<file path="config.mk">
export PLATFORM = sky130hd
export DESIGN_NAME = float_expand_flat
export DESIGN_NICKNAME = d
export VERILOG_FILES = /design/src/rtl/float_expand_if.sv /design/src/rtl/float_expand.sv /design/src/flat_wrapper.sv
export SDC_FILE = /design/constraint.sdc
export NUM_CORES = 1
export LEC_CHECK = 0
export ABC_CLOCK_PERIOD_IN_PS = 2200
export CAP_MARGIN = 20
export CORE_MARGIN = 2
export CORE_UTILIZATION = 45
export DETAILED_ROUTE_END_ITERATION = 10
export PLACE_DENSITY = 0.76
export SYNTH_ARGS = -nofsm -noshare
export SYNTH_HDL_FRONTEND = slang
export SYNTH_SLANG_ARGS = --single-unit
</file>
<file path="constraint.sdc">
create_clock -name clk -period 2.2 [get_ports clk]
set_clock_uncertainty 0.1 [all_clocks]
set_input_delay 0.44 -clock clk [delete_from_list [all_inputs] [get_ports clk]]
set_output_delay 0.44 -clock clk [all_outputs]
set_load 0.005 [all_outputs]
</file>
<file path="src/rtl/float_expand_if.sv">
// Operand/result handshake bundle for float_expand.
// A transfer happens on a rising edge where valid && ready; the producer holds its payload stable while valid is high and ready is low.
interface float_expand_if;
  logic        in_valid;
  logic        in_ready;
  logic        in_sign;
  logic [3:0]  in_exp;
  logic [5:0]  in_mant;
  logic        out_valid;
  logic        out_ready;
  logic [14:0] dq;
  logic [15:0] dq_tc;
  logic        sat;

  modport master (
    output in_valid, in_sign, in_exp, in_mant, out_ready,
    input  in_ready, out_valid, dq, dq_tc, sat
  );

  modport slave (
    input  in_valid, in_sign, in_exp, in_mant, out_ready,
    output in_ready, out_valid, dq, dq_tc, sat
  );
endinterface

</file>
<file path="src/rtl/float_expand.sv">
// Expands a 4-bit-exponent / 6-bit-mantissa float into a 14-bit magnitude,
// shifting one bit per cycle; results are presented in both sign-magnitude and two's complement.
module float_expand #(
  parameter int EXP_MAX = 14
) (
  input  logic              clk,
  input  logic              reset,
  float_expand_if.slave     bus,
  input  logic              scan_in0,
  input  logic              scan_in1,
  input  logic              scan_in2,
  input  logic              scan_in3,
  input  logic              scan_in4,
  input  logic              scan_enable,
  input  logic              test_mode,
  output logic              scan_out0,
  output logic              scan_out1,
  output logic              scan_out2,
  output logic              scan_out3,
  output logic              scan_out4,
  output logic [1:0]        state_dbg
);

  typedef enum logic [1:0] {
    IDLE  = 2'd0,
    SHIFT = 2'd1,
    DONE  = 2'd2
  } state_t;

  state_t      state, state_nxt;
  logic [3:0]  count;
  logic [19:0] acc;
  logic        sign_q;
  logic        sat_flag;
  logic [13:0] mag;
  logic        accept;
  logic        finish;

  logic unused_scan;
  assign unused_scan = ^{scan_in0, scan_in1, scan_in2, scan_in3, scan_in4, scan_enable, test_mode};

  assign scan_out0 = 1'b0;
  assign scan_out1 = 1'b0;
  assign scan_out2 = 1'b0;
  assign scan_out3 = 1'b0;
  assign scan_out4 = 1'b0;

  assign accept = (state == IDLE) && bus.in_valid;
  assign finish = (state == SHIFT) && (count == 4'd0);
  assign mag    = sat_flag ? 14'h3FFF : acc[19:6];

  // State register
  always_ff @(posedge clk or posedge reset) begin
    if (reset) state <= IDLE;
    else       state <= state_nxt;
  end

  // Next-state logic
  always_comb begin
    state_nxt = state;
    case (state)
      IDLE:    if (bus.in_valid) state_nxt = SHIFT;
      SHIFT:   if (count == 4'd0) state_nxt = DONE;
      DONE:    if (bus.out_ready) state_nxt = IDLE;
      default: state_nxt = IDLE;
    endcase
  end

  // Output decode
  always_comb begin
    bus.in_ready  = (state == IDLE);
    bus.out_valid = (state == DONE);
    state_dbg     = state;
  end

  // Datapath: capture, shift, and register the result only on the last SHIFT cycle
  always_ff @(posedge clk or posedge reset) begin
    if (reset) begin
      count     <= 4'd0;
      acc       <= 20'd0;
      sign_q    <= 1'b0;
      sat_flag  <= 1'b0;
      bus.dq    <= 15'd0;
      bus.dq_tc <= 16'd0;
      bus.sat   <= 1'b0;
    end else if (accept) begin
      sign_q   <= bus.in_sign;
      acc      <= {14'd0, bus.in_mant};
      sat_flag <= (bus.in_exp > 4'(EXP_MAX));
      count    <= (bus.in_exp > 4'(EXP_MAX)) ? 4'(EXP_MAX) : bus.in_exp;
    end else if (state == SHIFT && count != 4'd0) begin
      acc   <= {acc[18:0], 1'b0};
      count <= count - 4'd1;
    end else if (finish) begin
      bus.dq    <= {sign_q, mag};
      bus.dq_tc <= sign_q ? (16'd0 - {2'b00, mag}) : {2'b00, mag};
      bus.sat   <= sat_flag;
    end
  end

endmodule

</file>
<file path="src/flat_wrapper.sv">
// flat-port wrapper written by rule: the top's interface ports become plain ports
module float_expand_flat 
#(
  parameter int EXP_MAX = 14
)
  (clk, reset, scan_in0, scan_in1, scan_in2, scan_in3, scan_in4, scan_enable, test_mode, scan_out0, scan_out1, scan_out2, scan_out3, scan_out4, state_dbg, bus_in_valid, bus_in_sign, bus_in_exp, bus_in_mant, bus_out_ready, bus_in_ready, bus_out_valid, bus_dq, bus_dq_tc, bus_sat);
  float_expand_if bus_i ();
  input  logic clk;
  input  logic reset;
  input  logic scan_in0;
  input  logic scan_in1;
  input  logic scan_in2;
  input  logic scan_in3;
  input  logic scan_in4;
  input  logic scan_enable;
  input  logic test_mode;
  output logic scan_out0;
  output logic scan_out1;
  output logic scan_out2;
  output logic scan_out3;
  output logic scan_out4;
  output logic [1:0] state_dbg;
  input wire logic [$bits(bus_i.in_valid)-1:0] bus_in_valid;
  input wire logic [$bits(bus_i.in_sign)-1:0] bus_in_sign;
  input wire logic [$bits(bus_i.in_exp)-1:0] bus_in_exp;
  input wire logic [$bits(bus_i.in_mant)-1:0] bus_in_mant;
  input wire logic [$bits(bus_i.out_ready)-1:0] bus_out_ready;
  output wire logic [$bits(bus_i.in_ready)-1:0] bus_in_ready;
  output wire logic [$bits(bus_i.out_valid)-1:0] bus_out_valid;
  output wire logic [$bits(bus_i.dq)-1:0] bus_dq;
  output wire logic [$bits(bus_i.dq_tc)-1:0] bus_dq_tc;
  output wire logic [$bits(bus_i.sat)-1:0] bus_sat;
  assign bus_i.in_valid = bus_in_valid;
  assign bus_i.in_sign = bus_in_sign;
  assign bus_i.in_exp = bus_in_exp;
  assign bus_i.in_mant = bus_in_mant;
  assign bus_i.out_ready = bus_out_ready;
  assign bus_in_ready = bus_i.in_ready;
  assign bus_out_valid = bus_i.out_valid;
  assign bus_dq = bus_i.dq;
  assign bus_dq_tc = bus_i.dq_tc;
  assign bus_sat = bus_i.sat;
  float_expand #(.EXP_MAX(EXP_MAX)) u_core (.clk(clk), .reset(reset), .bus(bus_i), .scan_in0(scan_in0), .scan_in1(scan_in1), .scan_in2(scan_in2), .scan_in3(scan_in3), .scan_in4(scan_in4), .scan_enable(scan_enable), .test_mode(test_mode), .scan_out0(scan_out0), .scan_out1(scan_out1), .scan_out2(scan_out2), .scan_out3(scan_out3), .scan_out4(scan_out4), .state_dbg(state_dbg));
endmodule
</file>
==> results.json, run 1 <==
{
  "finalSetupViolCount": 0,
  "routabilityCongestion": 0.818,
  "layout_min_cycle_time_ns": 2.08,
  "vias": 2418,
  "yosysSeqAreaShare_pct": 52.2,
  "fmaxAchievable_ghz": 0.481,
  "end_kind": "flop",
  "area_growth_syn_to_layout_pct": 29.0,
  "crit_fanout": 5,
  "avgSynthCellArea_um2": 8.64,
  "io-pin-count": 63,
  "drc": 0,
  "first_pass_iters": 4,
  "cts_tree": "built",
  "async_reset_ff_share_pct": 100,
  "drv_cap": 0,
  "portBuffers": 50,
  "start_util_pct": 46.7,
  "dpl.hpwl_um": 4160,
  "die_x_um": 82.6,
  "start_kind": "flop",
  "seq_area_um2": 1450,
  "wl_per_cell_um": 13.4,
  "antenna_found_initial": 0,
  "rsz0062_at_grt": "false",
  "hold_viol_final": 0,
  "postLayoutCoreUtil_pct": 60.3,
  "yosysTopAreaCellShare_pct": 52.2,
  "die_area_um2": 6830,
  "grt_overflow_total": 0,
  "cts_sinks": 58,
  "leakage_uw": 0.00160,
  "setup.worst_path.class": "reg2reg",
  "numCtsBuffers": 9,
  "synth_seq_cells": 58,
  "min_path_type": "in2async",
  "cts.clk_slew.worst_paths_ns": 0.07,
  "synth_cells": 322,
  "grt_pass1_wl_um": 9720,
  "rows": 28,
  "yosys.area.top_type": "dfrtp_1",
  "clock_path_buffers": 2,
  "hold_buffers": 0,
  "die_h_um": 82.6,
  "ys.flop_type": "dfrtp_1",
  "synth_edf_count": 0,
  "yosys-top-cells-area": "dfrtp_1 52%, nand2_1 10%, o21ai_0 7.0%, nor2_1 3.9%, clkbuf_1 2.3%",
  "cp_slowest_cell": "or4_1",
  "drt-total-wl_um": 6070,
  "ir_worst_vdd_mv": 0.666,
  "yosys.cell_types.count": 45,
  "drive_above_1_share_pct": 9.50,
  "root_buffer": "clkbuf_8",
  "path_cells": "inv_1 -> ha_1 -> or3b_4 -> or2_1 -> or4_1 -> nand3_1",
  "grt_max_degree": 59,
  "ctsHtreeMaxLevel": 3,
  "drtAntennaViolNets": 0,
  "powerDensity_nw_per_um2": 1480,
  "required_ns": 2.38,
  "multi_input_area_um2": 1180,
  "status": "finished clean",
  "tns_ns": 0,
  "finalCritPeriodShare_pct": 94.6,
  "core_um2": 5960,
  "synth_area_um2": 2780,
  "track_usage_pct": 19.3,
  "critPathArrivalTime_ns": 2.26,
  "cp_top_family": "simple AND/OR/NAND/NOR gates",
  "yosys_warnings": 0,
  "report.final.slew_viol_count": 0,
  "antennaDiodeCount": 0,
  "via_per_inst": 5.33,
  "drt_iter0_markers": 144,
  "insertion_delay_ns": 0.34,
  "worst_path_largest_cell_delay_ns": 0.52,
  "fillers": 517,
  "worst-path-buf-inv": 1,
  "grt_pass1_vias": 2103,
  "nets": 398
}
[sequential cells by signal, indices dropped and copies added, names as in the netlist]
register	flops
u_core.acc	20
u_core.bus.dq	14
u_core.bus.dq_tc	15
u_core.bus.sat	1
u_core.count	4
u_core.sat_flag	1
u_core.sign_q	1
u_core.state_dbg	2
[synthesized netlist by cell type, types with 2 or more instances]
cell / number
a21oi_1: 11
a22oi_1: 2
a31oi_1: 8
and2_1: 3
buf_1: 2
buf_4: 7
clkbuf_1: 17
dfrtp_1: 58
ha_1: 2
inv_1: 7
nand2_1: 76
nand2b_1: 3
nand3_1: 9
nand4_1: 2
nor2_1: 29
nor3_1: 6
nor3b_1: 2
nor4_1: 5
o21ai_0: 39
o22ai_1: 3
o31ai_1: 2
xnor2_1: 2
xor2_1: 5
[layer usage]
layer	part of all wire [%]	track usage, %	vias to the layer above	routed length (µm)
met2	49	31.4	83	2960
met4	1.6	10.5	0	95
met3	5.7	4.02	10	347
met5	0	0	-	0
met1	44	24.1	1134	2670
li1	-	-	1191	-
[cell type report]
type,instances,area share (%)
clock buffer,11,4.22
clock inverter,5,1.46
inverter,7,0.732
multi-input combinational,233,33.0
sequential,58,40.4
tap,75,2.62
timing repair buffer,65,17.5
[final timing paths]
kind                       slack, ns              endpoint             start  cells after the start
setup / recovery                0.12  u_core.bus.dq_tc[12]   u_core.count[0]                      6
hold / removal                  0.37         u_core.acc[4]             reset                      3
setup reg to reg                0.12  u_core.bus.dq_tc[12]   u_core.count[0]                      6
hold reg to reg                 0.38      u_core.bus.dq[6]  u_core.bus.dq[6]                      2
max in group asynchronous       1.38   u_core.state_dbg[1]             reset                      3
min in group clk                0.38      u_core.bus.dq[6]  u_core.bus.dq[6]                      2
[layout by cell type (no fill, tap or decap), drive strengths merged, types with 3 or more instances in the layout]
master and instances:
nor3 6, buf 15, nand3 9, a21oi 11, o21ai 39, clkinv 3, nand2 76, nand2b 3
xor2 5, conb 5, inv 7, and2 3, dfrtp 58, nor2 29, nor4 5, a31oi 8
clkdlybuf4s50 50, clkbuf 11, o22ai 3
[stage by stage]
step / power (µW) / instances / hold slack (ns) / cell area [µm²] / worst slack (ns)
after detailed placement: 4300 / 438 / 0.369 / 3380 / 0.0665
after global placement: 4200 / 438 / 0.361 / 3380 / 0.0974
after CTS: 5320 / 454 / 0.375 / 3580 / 0.0581
final: 5300 / 454 / 0.372 / 3590 / 0.120
after floorplan: 3280 / 326 / 0.350 / 2800 / 0.0234
after global routing: 5720 / 454 / 0.405 / 3590 / 0.0377
[power breakdown]
part	internal (µW)	leakage, µW	switching, µW
logic	1190	0.000743	1250
registers	1520	0.000750	342
clock network	578	0.000105	425
total	3290	0.00160	2010
[cell families after synthesis]
logic type	synth area share [%]
xor+xnor	2.20
compound gates	15.4
simple gates	22.9
mux	0.360
other cells	0.135
buf+inv	5.98
flops	52.2
fa+ha+maj	0.899
[worst reg2reg max path, stage by stage (launching register included)]
cell     delay, ns
dfrtp_1       0.40
inv_1         0.07
ha_1          0.18
or3b_4        0.42
or2_1         0.24
or4_1         0.52
nand3_1       0.09
[timing repair]
action | in CTS | in global routing
gates resized for setup | 0 | 3
buffers inserted | 0 | 0
setup endpoints to repair | 0 | 12
(Power assumes the default switching activity.)
==> inputs of run 2 (changes only) <==
CORE_MARGIN = 8   (was 2)
CTS_CLUSTER_SIZE = 30   (was unset)
==> results.json, run 2 (synthesis results as in run 1) <==
{
  "status": "finished clean",
  "drt_iter0_markers": 147,
  "rsz0062_at_grt": "false",
  "r2r_slack_ns": 0.11,
  "cts_sinks": 58,
  "hold_viol_final": 0,
  "layout_min_cycle_time_ns": 2.09,
  "ir_worst_vdd_mv": 0.692,
  "largest_reg_flops": 20,
  "leakage_uw": 0.00158,
  "hold_buffers": 0,
  "wl_per_cell_um": 13.8,
  "min_path_type": "in2async",
  "top_regs": "u_core.acc: 20 flops, u_core.bus.dq_tc: 15 flops, u_core.bus.dq: 14 flops",
  "powerDensity_nw_per_um2": 1450,
  "drv_cap": 0,
  "area_growth_syn_to_layout_pct": 27.5,
  "final_common_cell": "nand2_1",
  "io-pin-count": 63,
  "track_usage_pct": 14.9,
  "drt-total-wl_um": 6230,
  "via_per_inst": 5.21,
  "start_kind": "flop",
  "insertion_delay_ns": 0.33,
  "placed_cells": 434,
  "die_area_um2": 8960,
  "critPathArrivalTime_ns": 2.27,
  "setup.worst_path.class": "reg2reg",
  "antenna_found_initial": 0,
  "end_kind": "flop",
  "fmaxAchievable_ghz": 0.478,
  "hold-worst-slack_ns": 0.376,
  "cts-resized-gates": 0,
  "r2r_end": "u_core.bus.dq_tc[12]",
  "regToRegStartpoint": "u_core.count[0]",
  "numCtsBuffers": 9,
  "tns_ns": 0,
  "postCtsSetupBuffers": 0,
  "grt_overflow_total": 0,
  "drtAntennaViolNets": 0,
  "vias": 2343,
  "die_h_um": 94.6,
  "grt_pass1_wl_um": 10500,
  "final_cell_mix": "76 x nand2_1, 58 x dfrtp_1, 50 x clkdlybuf4s50_1",
  "die_x_um": 94.6,
  "nets": 394,
  "drc": 0,
  "routabilityCongestion": 0.862,
  "required_ns": 2.37,
  "first_pass_iters": 4,
  "finalSetupViolCount": 0,
  "regMostFlops": "u_core.acc",
  "report.final.slew_viol_count": 0,
  "start_util_pct": 46.7,
  "drive_above_1_share_pct": 8.00,
  "grt_max_degree": 59,
  "ctsHtreeMaxLevel": 3,
  "cp-endpoint": "u_core.bus.dq_tc[12]",
  "placed_area_um2": 3360,
  "grt_pass1_vias": 2317,
  "finalCritPeriodShare_pct": 95.1,
  "reg2reg_depth": 6,
  "core_um2": 5960,
  "crit_fanout": 5,
  "cts_tree": "built",
  "root_buffer": "clkbuf_8",
  "antennaDiodeCount": 0,
  "cts.clk_slew.worst_paths_ns": 0.07,
  "portBuffers": 50,
  "rows": 28,
  "fin_cells": 450,
  "fin_area_um2": 3550,
  "postLayoutCoreUtil_pct": 59.6,
  "cp-startpoint": "u_core.count[0]",
  "clock_path_buffers": 2,
  "dpl.hpwl_um": 4470
}
==> run 2: layout make-up <==
class                           instances  area (µm²)
Clock buffer                           14         173
Clock inverter                          2        10.0
Fill cell                             547        2410
Inverter                                7        26.3
Multi-Input combinational cell        233        1180
Sequential cell                        58        1450
Tap cell                               75        93.8
Timing Repair Buffer                   61         608
==> run 2: worst min path at each step <==
stage / slack (ns) / endpoint / startpoint / depth (start not counted)
detailed placement: 0.37 / u_core.bus.dq_tc[7] / u_core.bus.dq_tc[7] / 2
global placement: 0.36 / u_core.bus.dq_tc[11] / u_core.bus.dq_tc[11] / 2
floorplan: 0.35 / u_core.acc[6] / u_core.acc[5] / 2
finish: 0.38 / u_core.bus.dq_tc[1] / reset / 3
CTS: 0.38 / u_core.bus.dq_tc[4] / reset / 3
global route: 0.40 / u_core.bus.dq_tc[4] / reset / 3
==> run 2: through the flow <==
step | power (µW) | setup WS (ns)
4_1_cts | 5180 | 0.0594
3_3_place_gp | 4180 | 0.111
3_5_place_dp | 4270 | 0.0614
5_1_grt | 5580 | 0.00442
2_1_floorplan | 3280 | 0.0234
6_report | 5150 | 0.107
==> run 2: worst max-delay path, cell delays in order, from the launching register on <==
cell	delay [ns]
dfrtp_1	0.40
inv_1	0.06
ha_1	0.18
or3b_4	0.42
or2_4	0.26
or4_1	0.52
nand3_1	0.10
==> run 2: power by group <==
part,leakage [µW],internal (µW),switching [µW]
Sequential,0.000750,1520,368
Clock,0.0000965,498,400
Combinational,0.000730,1150,1220
==> run 2: routing by layer <==
metal / share of wire [%] / vias to the layer above / global-route usage (%)
met1: 46 / 1091 / 18.0
met4: 1.5 / 0 / 7.54
li1: - / 1186 / -
met3: 6.1 / 9 / 4.13
met2: 46 / 57 / 23.8
met5: 0 / - / 0
